**config.mk**
```make
export PLATFORM = sky130hd
export DESIGN_NAME = vga_timing_out
export DESIGN_NICKNAME = d
export VERILOG_FILES = /design/src/rtl/vga_timing_out.sv
export SDC_FILE = /design/constraint.sdc
export NUM_CORES = 1
export LEC_CHECK = 0
export CORE_ASPECT_RATIO = 1.4
export CORE_MARGIN = 2
export CORE_UTILIZATION = 42
export CTS_BUF_LIST = sky130_fd_sc_hd__clkbuf_16
export CTS_CLUSTER_DIAMETER = 100
export DETAILED_ROUTE_END_ITERATION = 6
export PLACE_DENSITY = 0.76
export SLEW_MARGIN = 15
export SYNTH_ARGS = -nofsm -noshare
export SYNTH_HDL_FRONTEND = slang
export SYNTH_SLANG_ARGS = --single-unit
```
**constraint.sdc**
```tcl
create_clock -name clk -period 2 [get_ports clk]
set_input_delay 0.2 -clock clk [delete_from_list [all_inputs] [get_ports clk]]
set_output_delay 0.2 -clock clk [all_outputs]
set_load 0.05 [all_outputs]
```
**src/rtl/vga_timing_out.sv**
```systemverilog
// vga_timing_out
//   Pixel-clock VGA timing generator and DAC output stage. Free-running
//   horizontal/vertical counters feed the object drawers through pixelX and
//   pixelY. Raw sync and active flags are delayed by PIPE_DELAY clocks so
//   that they line up with the colour coming back from the drawer/mux
//   pipeline. A final register stage then drives colour and sync to the
//   pins together. Colour is forced to black whenever the delayed active
//   flag is low.
//
// Ports
//   clk, resetN          pixel clock, asynchronous active-low reset
//   redIn/greenIn/blueIn colour returned by the object mux, PIPE_DELAY clocks
//                        after the matching pixelX/pixelY
//   pixelX, pixelY       current counters (direct register outputs)
//   visible              pixelX/pixelY lie inside the active area
//   startOfFrame         one-clock pulse at (0, V_ACTIVE)
//   vgaR/vgaG/vgaB       DAC colour
//   vgaHS, vgaVS         syncs, asserted level SYNC_ACTIVE
//   vgaBlankN            high while the DAC shows an active pixel
`timescale 1ns/1ps

module vga_timing_out #(
    parameter int   H_ACTIVE    = 640,
    parameter int   H_FP        = 16,
    parameter int   H_SYNC      = 96,
    parameter int   H_BP        = 48,
    parameter int   V_ACTIVE    = 480,
    parameter int   V_FP        = 10,
    parameter int   V_SYNC      = 2,
    parameter int   V_BP        = 33,
    parameter logic SYNC_ACTIVE = 1'b0,
    parameter int   PIPE_DELAY  = 2      // legal range 1..8
) (
    input  logic        clk,
    input  logic        resetN,
    input  logic [7:0]  redIn,
    input  logic [7:0]  greenIn,
    input  logic [7:0]  blueIn,
    output logic [10:0] pixelX,
    output logic [10:0] pixelY,
    output logic        visible,
    output logic        startOfFrame,
    output logic [7:0]  vgaR,
    output logic [7:0]  vgaG,
    output logic [7:0]  vgaB,
    output logic        vgaHS,
    output logic        vgaVS,
    output logic        vgaBlankN
);

    localparam int H_TOTAL = H_ACTIVE + H_FP + H_SYNC + H_BP;
    localparam int V_TOTAL = V_ACTIVE + V_FP + V_SYNC + V_BP;

    localparam logic [10:0] H_LAST   = 11'(H_TOTAL - 1);
    localparam logic [10:0] V_LAST   = 11'(V_TOTAL - 1);
    localparam logic [10:0] H_ACT    = 11'(H_ACTIVE);
    localparam logic [10:0] V_ACT    = 11'(V_ACTIVE);
    localparam logic [10:0] HS_FIRST = 11'(H_ACTIVE + H_FP);
    localparam logic [10:0] HS_LAST  = 11'(H_ACTIVE + H_FP + H_SYNC - 1);
    localparam logic [10:0] VS_FIRST = 11'(V_ACTIVE + V_FP);
    localparam logic [10:0] VS_LAST  = 11'(V_ACTIVE + V_FP + V_SYNC - 1);

    typedef struct packed {
        logic hs;
        logic vs;
        logic act;
    } timing_t;

    logic [10:0] h_cnt, v_cnt;
    logic [10:0] h_nxt, v_nxt;
    logic        h_wrap;
    logic        sof;
    timing_t     raw;
    timing_t     dly;
    timing_t [PIPE_DELAY-1:0] dly_pipe;

    // ---------------- counters ----------------
    always_comb begin
        h_wrap = (h_cnt == H_LAST);
        h_nxt  = h_wrap ? 11'd0 : h_cnt + 11'd1;
        v_nxt  = v_cnt;
        if (h_wrap)
            v_nxt = (v_cnt == V_LAST) ? 11'd0 : v_cnt + 11'd1;
    end

    // startOfFrame is decoded from the next counter values so the registered
    // pulse sits in the same cycle as pixelX==0 && pixelY==V_ACTIVE.
    always_ff @(posedge clk or negedge resetN) begin
        if (!resetN) begin
            h_cnt <= '0;
            v_cnt <= '0;
            sof   <= 1'b0;
        end else begin
            h_cnt <= h_nxt;
            v_cnt <= v_nxt;
            sof   <= (h_nxt == 11'd0) && (v_nxt == V_ACT);
        end
    end

    assign pixelX       = h_cnt;
    assign pixelY       = v_cnt;
    assign startOfFrame = sof;
    assign visible      = (h_cnt < H_ACT) && (v_cnt < V_ACT);

    // ---------------- raw timing ----------------
    always_comb begin
        raw.hs  = (h_cnt >= HS_FIRST) && (h_cnt <= HS_LAST);
        raw.vs  = (v_cnt >= VS_FIRST) && (v_cnt <= VS_LAST);
        raw.act = visible;
    end

    // ---------------- delay line ----------------
    // Matches the drawer+mux latency. Reset flushes every stage to inactive
    // so a mid-frame reset cannot leak a partial sync or stale colour.
    always_ff @(posedge clk or negedge resetN) begin
        if (!resetN) begin
            dly_pipe <= '0;
        end else begin
            dly_pipe[0] <= raw;
            for (int i = 1; i < PIPE_DELAY; i++)
                dly_pipe[i] <= dly_pipe[i-1];
        end
    end

    assign dly = dly_pipe[PIPE_DELAY-1];

    // ---------------- output register ----------------
    always_ff @(posedge clk or negedge resetN) begin
        if (!resetN) begin
            vgaR      <= '0;
            vgaG      <= '0;
            vgaB      <= '0;
            vgaHS     <= ~SYNC_ACTIVE;
            vgaVS     <= ~SYNC_ACTIVE;
            vgaBlankN <= 1'b0;
        end else begin
            vgaR      <= dly.act ? redIn   : 8'd0;
            vgaG      <= dly.act ? greenIn : 8'd0;
            vgaB      <= dly.act ? blueIn  : 8'd0;
            vgaHS     <= dly.hs ? SYNC_ACTIVE : ~SYNC_ACTIVE;
            vgaVS     <= dly.vs ? SYNC_ACTIVE : ~SYNC_ACTIVE;
            vgaBlankN <= dly.act;
        end
    end

endmodule

```
# == Word level (Yosys, flattened, before mapping) ==
# Index checks and enable logic that the tools add are counted.
# W data, S select, Z words.
# totals
ff_bits,56
inputBits,26
out_inout_bits,51
wordCells,39
# classes
n_addsub,2
n_lt_le_gt_ge,6
n_eq_ne,3
mux,8
reduce_logical,5
# op_table
operator,count
$mux W11,3
$mux W8,3
$add A11 B1 Y11 const B,2
$eq A11 B10 Y1 const B,2
$eq A11 B9 Y1 const B,1
$ge A11 B10 Y1 const B,1
$ge A11 B9 Y1 const B,1
$le A11 B10 Y1 const B,1
$le A11 B9 Y1 const B,1
$logic_not A11 Y1,1
$lt A11 B10 Y1 const B,1
$lt A11 B9 Y1 const B,1
$logic_and A1 B1 Y1,4
$mux W1,2

# == Logic depth before layout (Yosys ltp) ==
# Gate-level depths: netlist of the first run.
# depth
depth_word,5
ltp_mapped,8
mapped_depth_nobuf,8

# == Worst setup path before layout of the first run ==
# Ideal clock, no wire load.
# synth_timing
path_kind,register to register
start,register h_cnt[7] (netlist: pixelX[7])
end,register dly_pipe[0] (netlist name)
arrival_ns,2.548
path_slack_ns,-0.835
path_stages_with_launch,5
period_less_slack_ns,2.835
path_cell_list,dfrtp_1 -> clkbuf_1 -> o21ai_0 -> nand2_1 -> nor4_1
# synth_via
elab_chain_len,2
# synth_lines
item,line_no,source
start: declaration,69,"logic [10:0] h_cnt, v_cnt;"
start signal: assignment,94,h_cnt <= h_nxt;
$lt A11 B10 Y1,103,assign visible = (h_cnt < H_ACT) && (v_cnt < V_ACT);
$logic_and A1 B1 Y1,103,
net visible,41,"output logic visible,"
end signal: indexed assignment,121,dly_pipe[i] <= dly_pipe[i-1];
end: declaration,75,timing_t [PIPE_DELAY-1:0] dly_pipe;
# The timed path passes the listed nets, and every way through them passes these cells.

# == Final worst setup path of the first run ==
# layout_timing
start,register h_cnt[7] (netlist: pixelX[7])
end,output port visible
# layout_via
elab_chain_len,2
# layout_lines
item,line_no
$lt A11 B10 Y1,103
$logic_and A1 B1 Y1,103
end: declaration,41
# No other way between the ends.

==> results.json, run 1 <==
{
  "cts_tree": "done",
  "synth_seq_cells": 56,
  "avgRoutedWirePerCell_um": 15.7,
  "worst_pin_slew_ns": 0.518,
  "initial_utilization_pct": 42.6,
  "crit_type": "reg2out",
  "yosys-top-cells-area": "dfrtp_1, and2_1, nand2_1",
  "reg2reg_from": "pixelY[0]",
  "yosysWarnings": 0,
  "whs_ns": 0.358,
  "vias": 2090,
  "vias_per_cell": 5.11,
  "required_ns": 1.80,
  "clockBufferDepth": 2,
  "gp_congestion": 0.922,
  "cts_sinks": 56,
  "yosysUniqueCellTypes": 49,
  "maxCapViolCount": 0,
  "async_reset_ff_share_pct": 100,
  "fp-row-count": 33,
  "drtPass1Iterations": 5,
  "ant_nets": 0,
  "avgSynthCellArea_sq_um": 11.2,
  "boundaryPins": 77,
  "clkSlewWorstSetupHoldPaths_ns": 0.07,
  "finalCritPeriodShare_pct": 101,
  "chipWidth_um": 68.7,
  "worst_setup_path_end_kind": "output pin",
  "place_inst": 387,
  "setup_ws_ns": -0.0121,
  "finalHoldViolCount": 0,
  "status": "finished with violations",
  "n_antenna_cell": 0,
  "critPathLaunchType": "register",
  "grt_pass1_vias": 2081,
  "grt_antenna_before_repair": 0,
  "gr-usage-all-layers_pct": 20.0,
  "yosysSeqAreaShare_pct": 57.0,
  "finalMaxSlewViolations": 0,
  "grt_setup_unrepaired": "true",
  "finalPower_mw": 2.26,
  "core_sq_mm": 0.00578,
  "synth_nets": 249,
  "grt_start_max_net_pins": 57,
  "drc": 0,
  "area_growth_syn_to_layout_pct": 56.4,
  "skew_ns": 0.00606,
  "netlist_area_sq_mm": 0.00246,
  "synth.largest_area_cell": "dfrtp_1",
  "dp_hpwl_um": 4550,
  "clk_latency_ns": 0.29,
  "root_buffer": "clkbuf_16",
  "whs_path_depth": 0,
  "hp-class": "reg2reg",
  "violations": "setup timing",
  "period_needed_ns": 2.01,
  "min_from": "dly_pipe[0]",
  "die_h_um": 94.6,
  "instances_no_fill": 409,
  "cts_inserted_buffers": 5,
  "drt_iter0_drc": 91,
  "power.density_mw_per_mm2": 587,
  "htreeDepth": 2,
  "synth_top_area_share_pct": 54.8,
  "vdd_ir_drop_max_mv": 0.484,
  "n_fill_cell": 441,
  "crit_fanout": 5,
  "arrival_ns": 1.81,
  "multi_input_area_sq_mm": 0.00104,
  "nets": 367,
  "register_area_sq_mm": 0.00142,
  "wl_um": 6430,
  "r2r_cells": 8,
  "synth_edf_count": 0,
  "slew-limit-headroom_pct": 65.3,
  "synthFlopType": "dfrtp_1",
  "grt_pass1_wl_um": 9790,
  "fmax_ghz": 0.497,
  "setup_viol": 1,
  "grt_remaining_overflow": 0,
  "die_area_sq_mm": 0.00651,
  "leakage_nw": 1.65,
  "netlist_instances": 220,
  "hold_path_end": "dly[0]",
  "reg2reg_to": "startOfFrame",
  "drive_gt1_share_pct": 27.4,
  "r2r_setup_slack_ns": 0.02,
  "portBuffers": 76
}
## placed cells by master (no fill, tap or decap), types with 3 or more instances in the layout
cell type        netlist  layout
a21oi_1                6       6
and2_1                24      24
and3_1                 3       3
buf_4                  2      44
clkbuf_16              0       5
clkdlybuf4s50_1        0      73
dfrtp_1               54      41
dfrtp_2                0      13
inv_1                 11      10
nand2_1               19      18
nand3_1                6       5
nand4_1                7       7
nor2_1                11      11
nor3_1                 4       3
o21ai_0               13      12
xnor2_1                5       5
xor2_1                 7       7
## worst max-delay path by stage
stage	from	endpoint	cells after the start	slack, ns
after floorplan	pixelX[0]	startOfFrame	8	-0.19
after global placement	pixelY[1]	startOfFrame	7	0.03
after detailed placement	pixelY[1]	startOfFrame	8	-0.06
after CTS	pixelY[0]	startOfFrame	8	0.007
after global routing	pixelX[8]	startOfFrame	6	-0.10
final	pixelX[7]	visible	5	-0.01
## repair_timing
item,in CTS,in global routing
pin swaps,3,6
endpoints found under the hold margin,54,0
resized for setup,4,6
hold buffers,1,0
setup buffers,6,7
endpoints found under the setup margin,1,3
## synth_stat cells, types with 2 or more instances
cell type,count
a21oi_1,6
o31ai_1,2
nand3_1,6
nand2b_1,2
and3_1,3
xnor2_1,5
nor3b_4,2
buf_4,2
nand2_1,19
dfstp_2,2
inv_1,11
clkbuf_1,6
dfrtp_1,54
o21ai_0,13
nor4_1,2
a31oi_1,2
ha_1,3
nor3_1,4
nor2_1,11
xor2_1,7
nand4_1,7
and2_1,24
## cell type report
class / count / share of cell area [%]
Clock inverter: 3 / 0.552
Clock buffer: 5 / 3.24
Multi-Input combinational cell: 143 / 27.1
Sequential cell: 56 / 36.8
Timing Repair Buffer: 121 / 28.9
Tap cell: 70 / 2.27
Inverter: 11 / 1.07
## flip-flops by register name (all words and copies together) (netlist names)
| register | count |
|---|---|
| dly | 3 |
| dly_pipe | 3 |
| pixelX | 11 |
| pixelY | 11 |
| startOfFrame | 1 |
| vgaB | 8 |
| vgaBlankN | 1 |
| vgaG | 8 |
| vgaHS | 1 |
| vgaR | 8 |
| vgaVS | 1 |
## cell families (layout without fill, tap and decap cells)
group / Yosys count / count (layout) / share of synthesized area, %
buffers and inverters: 21 / 140 / 3.86
DFF: 56 / 56 / 57.0
adders and majority gates: 3 / 3 / 1.52
xor gates and xnor gates: 13 / 13 / 4.92
AOI/OAI and AO/OA: 32 / 32 / 8.22
and+or+nand+nor: 94 / 94 / 24.1
muxes: 1 / 1 / 0.406
## report_power, final
part | total [mW] | switching, mW | leakage, nW | internal (mW)
Clock | 0.868 | 0.401 | 0.0702 | 0.467
Sequential | 1.16 | 0.00587 | 0.671 | 1.16
Combinational | 0.233 | 0.134 | 0.912 | 0.0995
## per-layer routing
| metal | track usage, % | part of all wire [%] |
|---|---|---|
| met2 | 35.3 | 52 |
| met4 | 6.86 | 2.5 |
| met5 | 0 | 0 |
| met3 | 4.05 | 8.2 |
| met1 | 23.7 | 38 |
## stage by stage
step	util [%]	area, sq um	TNS [ns]	setup slack (ns)
2_1_floorplan	-	2530	-0.280	-0.186
3_3_place_gp	61.7	3570	0	0.0307
3_5_place_dp	61.7	3570	-0.0577	-0.0577
4_1_cts	65.3	3770	0	0.00670
5_1_grt	66.7	3860	-0.154	-0.104
6_report	66.7	3860	-0.0121	-0.0121
## worst max-delay path, cell delays in order (launching register included)
cell,delay (ns)
dfrtp_2,0.45
buf_4,0.17
o21ai_0,0.31
nand2_1,0.16
nor4_4,0.25
buf_12,0.18
(Power assumes the default switching activity.)
==> run 2: changes to the inputs <==
Settings changed: CAP_MARGIN set to 20.
==> results of run 2 <==
Same layout as run 1: the final DEF is identical, and so are final timing and power.
==> run 3: changes to the inputs <==
Settings changed: PLACE_DENSITY 0.76 to unset, PLACE_DENSITY_LB_ADDON set to 0.15.
==> results.json, run 3 (synthesis gave the netlist of run 1 again) <==
{
  "status": "finished with violations",
  "violations": "setup timing",
  "maxCapViolCount": 0,
  "vdd_ir_drop_max_mv": 0.375,
  "root_buffer": "clkbuf_16",
  "avgRoutedWirePerCell_um": 15.9,
  "cp_slowest_cell": "or3b_4",
  "fp-row-count": 33,
  "grt_pass1_vias": 2152,
  "crit_family": "simple AND/OR/NAND/NOR gates",
  "core_sq_mm": 0.00578,
  "whs_ns": 0.348,
  "critPathLaunchType": "register",
  "die_h_um": 94.6,
  "dr_wl_met2_um": 3180,
  "htreeDepth": 2,
  "n_antenna_cell": 0,
  "crit_type": "reg2reg",
  "arrival_ns": 2.23,
  "area_growth_syn_to_layout_pct": 57.5,
  "setup_viol": 1,
  "nets": 364,
  "clkSlewWorstSetupHoldPaths_ns": 0.07,
  "boundaryPins": 77,
  "p_sw_share_pct": 20.8,
  "ant_nets": 0,
  "grt_antenna_before_repair": 0,
  "slew-limit-headroom_pct": 65.6,
  "cts_inserted_buffers": 5,
  "finalHoldViolCount": 0,
  "clk_latency_ns": 0.29,
  "top_layer": "met4",
  "cts_sinks": 56,
  "final_common_cell": "clkdlybuf4s50_1",
  "finalCritPeriodShare_pct": 102,
  "die_area_sq_mm": 0.00651,
  "layout_common_cells": "clkdlybuf4s50_1, dfrtp_1, buf_4, and2_1, nand2_1",
  "dp_hpwl_um": 4630,
  "grt_setup_unrepaired": "true",
  "hp-class": "reg2reg",
  "leakage_nw": 1.65,
  "gp_congestion": 0.919,
  "p_seq_share_pct": 46.8,
  "fmax_ghz": 0.492,
  "clockBufferDepth": 2,
  "portBuffers": 76,
  "cts_tree": "done",
  "clkPwrFrac_pct": 44.0,
  "worst_setup_path_end_kind": "register",
  "final_design_area_no_fill_sq_mm": 0.00388,
  "vias": 2078,
  "wl_um": 6440,
  "initial_utilization_pct": 42.6,
  "critical_path.cell_chain": "or3b_4 -> nor4_4 -> buf_4 -> a211o_1 -> o2111ai_2 -> nor4_2",
  "power.switching_mw": 0.518,
  "p_comb_share_pct": 9.2,
  "power.density_mw_per_mm2": 640,
  "grt_remaining_overflow": 0,
  "drt_iter0_drc": 147,
  "period_needed_ns": 2.03,
  "drtPass1Iterations": 4,
  "drive_gt1_share_pct": 26.5,
  "required_ns": 2.19,
  "power.internal_mw": 1.97,
  "grt_pass1_wl_um": 10400,
  "wl_met3_um": 468,
  "slowest_delay_ns": 0.41,
  "gr-usage-all-layers_pct": 21.3,
  "worst_pin_slew_ns": 0.515,
  "skew_ns": 0.00460,
  "chipWidth_um": 68.7,
  "drc": 0,
  "grt_start_max_net_pins": 29,
  "vias_per_cell": 5.12,
  "cp_num_buf_inv": 1,
  "wl_met1_um": 2630,
  "setup_ws_ns": -0.0337,
  "postPlaceCellArea_sq_mm": 0.00357,
  "finalMaxSlewViolations": 0,
  "crit_fanout": 4
}
## run 3: cell count changes in the layout (fill, tap and decap cells not counted), sizes merged
cell	delta
clkdlybuf4s50	+1
clkinv	-1
bufinv	+2
buf	-4
clkinvlp	-1
## run 3: final timing paths
path                              from            to  slack (ns)  depth (start not counted)
max                          pixelY[4]  startOfFrame       -0.03                          6
min                        dly_pipe[0]        dly[0]        0.35                          0
max reg2reg                  pixelY[4]  startOfFrame       -0.03                          6
min reg2reg                dly_pipe[0]        dly[0]        0.35                          0
max in group asynchronous       resetN         vgaVS        1.21                          3
min in group asynchronous       resetN       vgaB[2]        0.46                          3
## run 3: final cells by class
class	count	area, sq um
clock inverters	3	63.8
inverters	11	41.3
fillers	475	1900
repair buffers	118	1080
clock buffers	5	125
multi-input cells	143	1060
flip-flops and latches	56	1420
well taps	70	87.6
## run 3: worst reg2reg max path: cells and delay by family, from the launching register on
kind | cells | cell delay [ns]
buf+inv | 1 | 0.17
flops | 1 | 0.40
compound gates | 2 | 0.28
simple gates | 3 | 1.08
## run 3: power groups by stage
stage / Clock, mW / Sequential, mW / Combinational (mW)
final: 1.09 / 1.16 / 0.230
after global routing: 1.17 / 1.16 / 0.246
after CTS: 1.12 / 1.16 / 0.234
after detailed placement: 0 / 1.18 / 0.231
after global placement: 0 / 1.18 / 0.228
after floorplan: 0 / 1.27 / 0.0163
## run 3: metal layers
layer	up-vias	track usage (%)
li1	983	-
met2	93	35.9
met3	14	3.93
met4	0	9.31
met5	-	0
met1	988	26.1
## run 3: timing repair
item | in CTS | in global routing
buffers inserted | 8 | 0
setup endpoints to repair | 1 | 1
hold endpoints to repair | 54 | 0
pin swaps | 6 | 2
hold buffers | 1 | 0
resized for setup | 12 | 1
## run 3: stage by stage
step	TNS [ns]	std cells	util, %	setup WS (ns)	power, mW
floorplan	-0.280	220	-	-0.186	1.29
detailed placement	-0.0908	389	61.8	-0.0908	1.42
global placement	-0.0470	389	61.8	-0.0470	1.41
global route	-0.173	406	67.2	-0.173	2.58
CTS	0	406	67.1	0.00830	2.52
finish	-0.0337	406	67.2	-0.0337	2.48
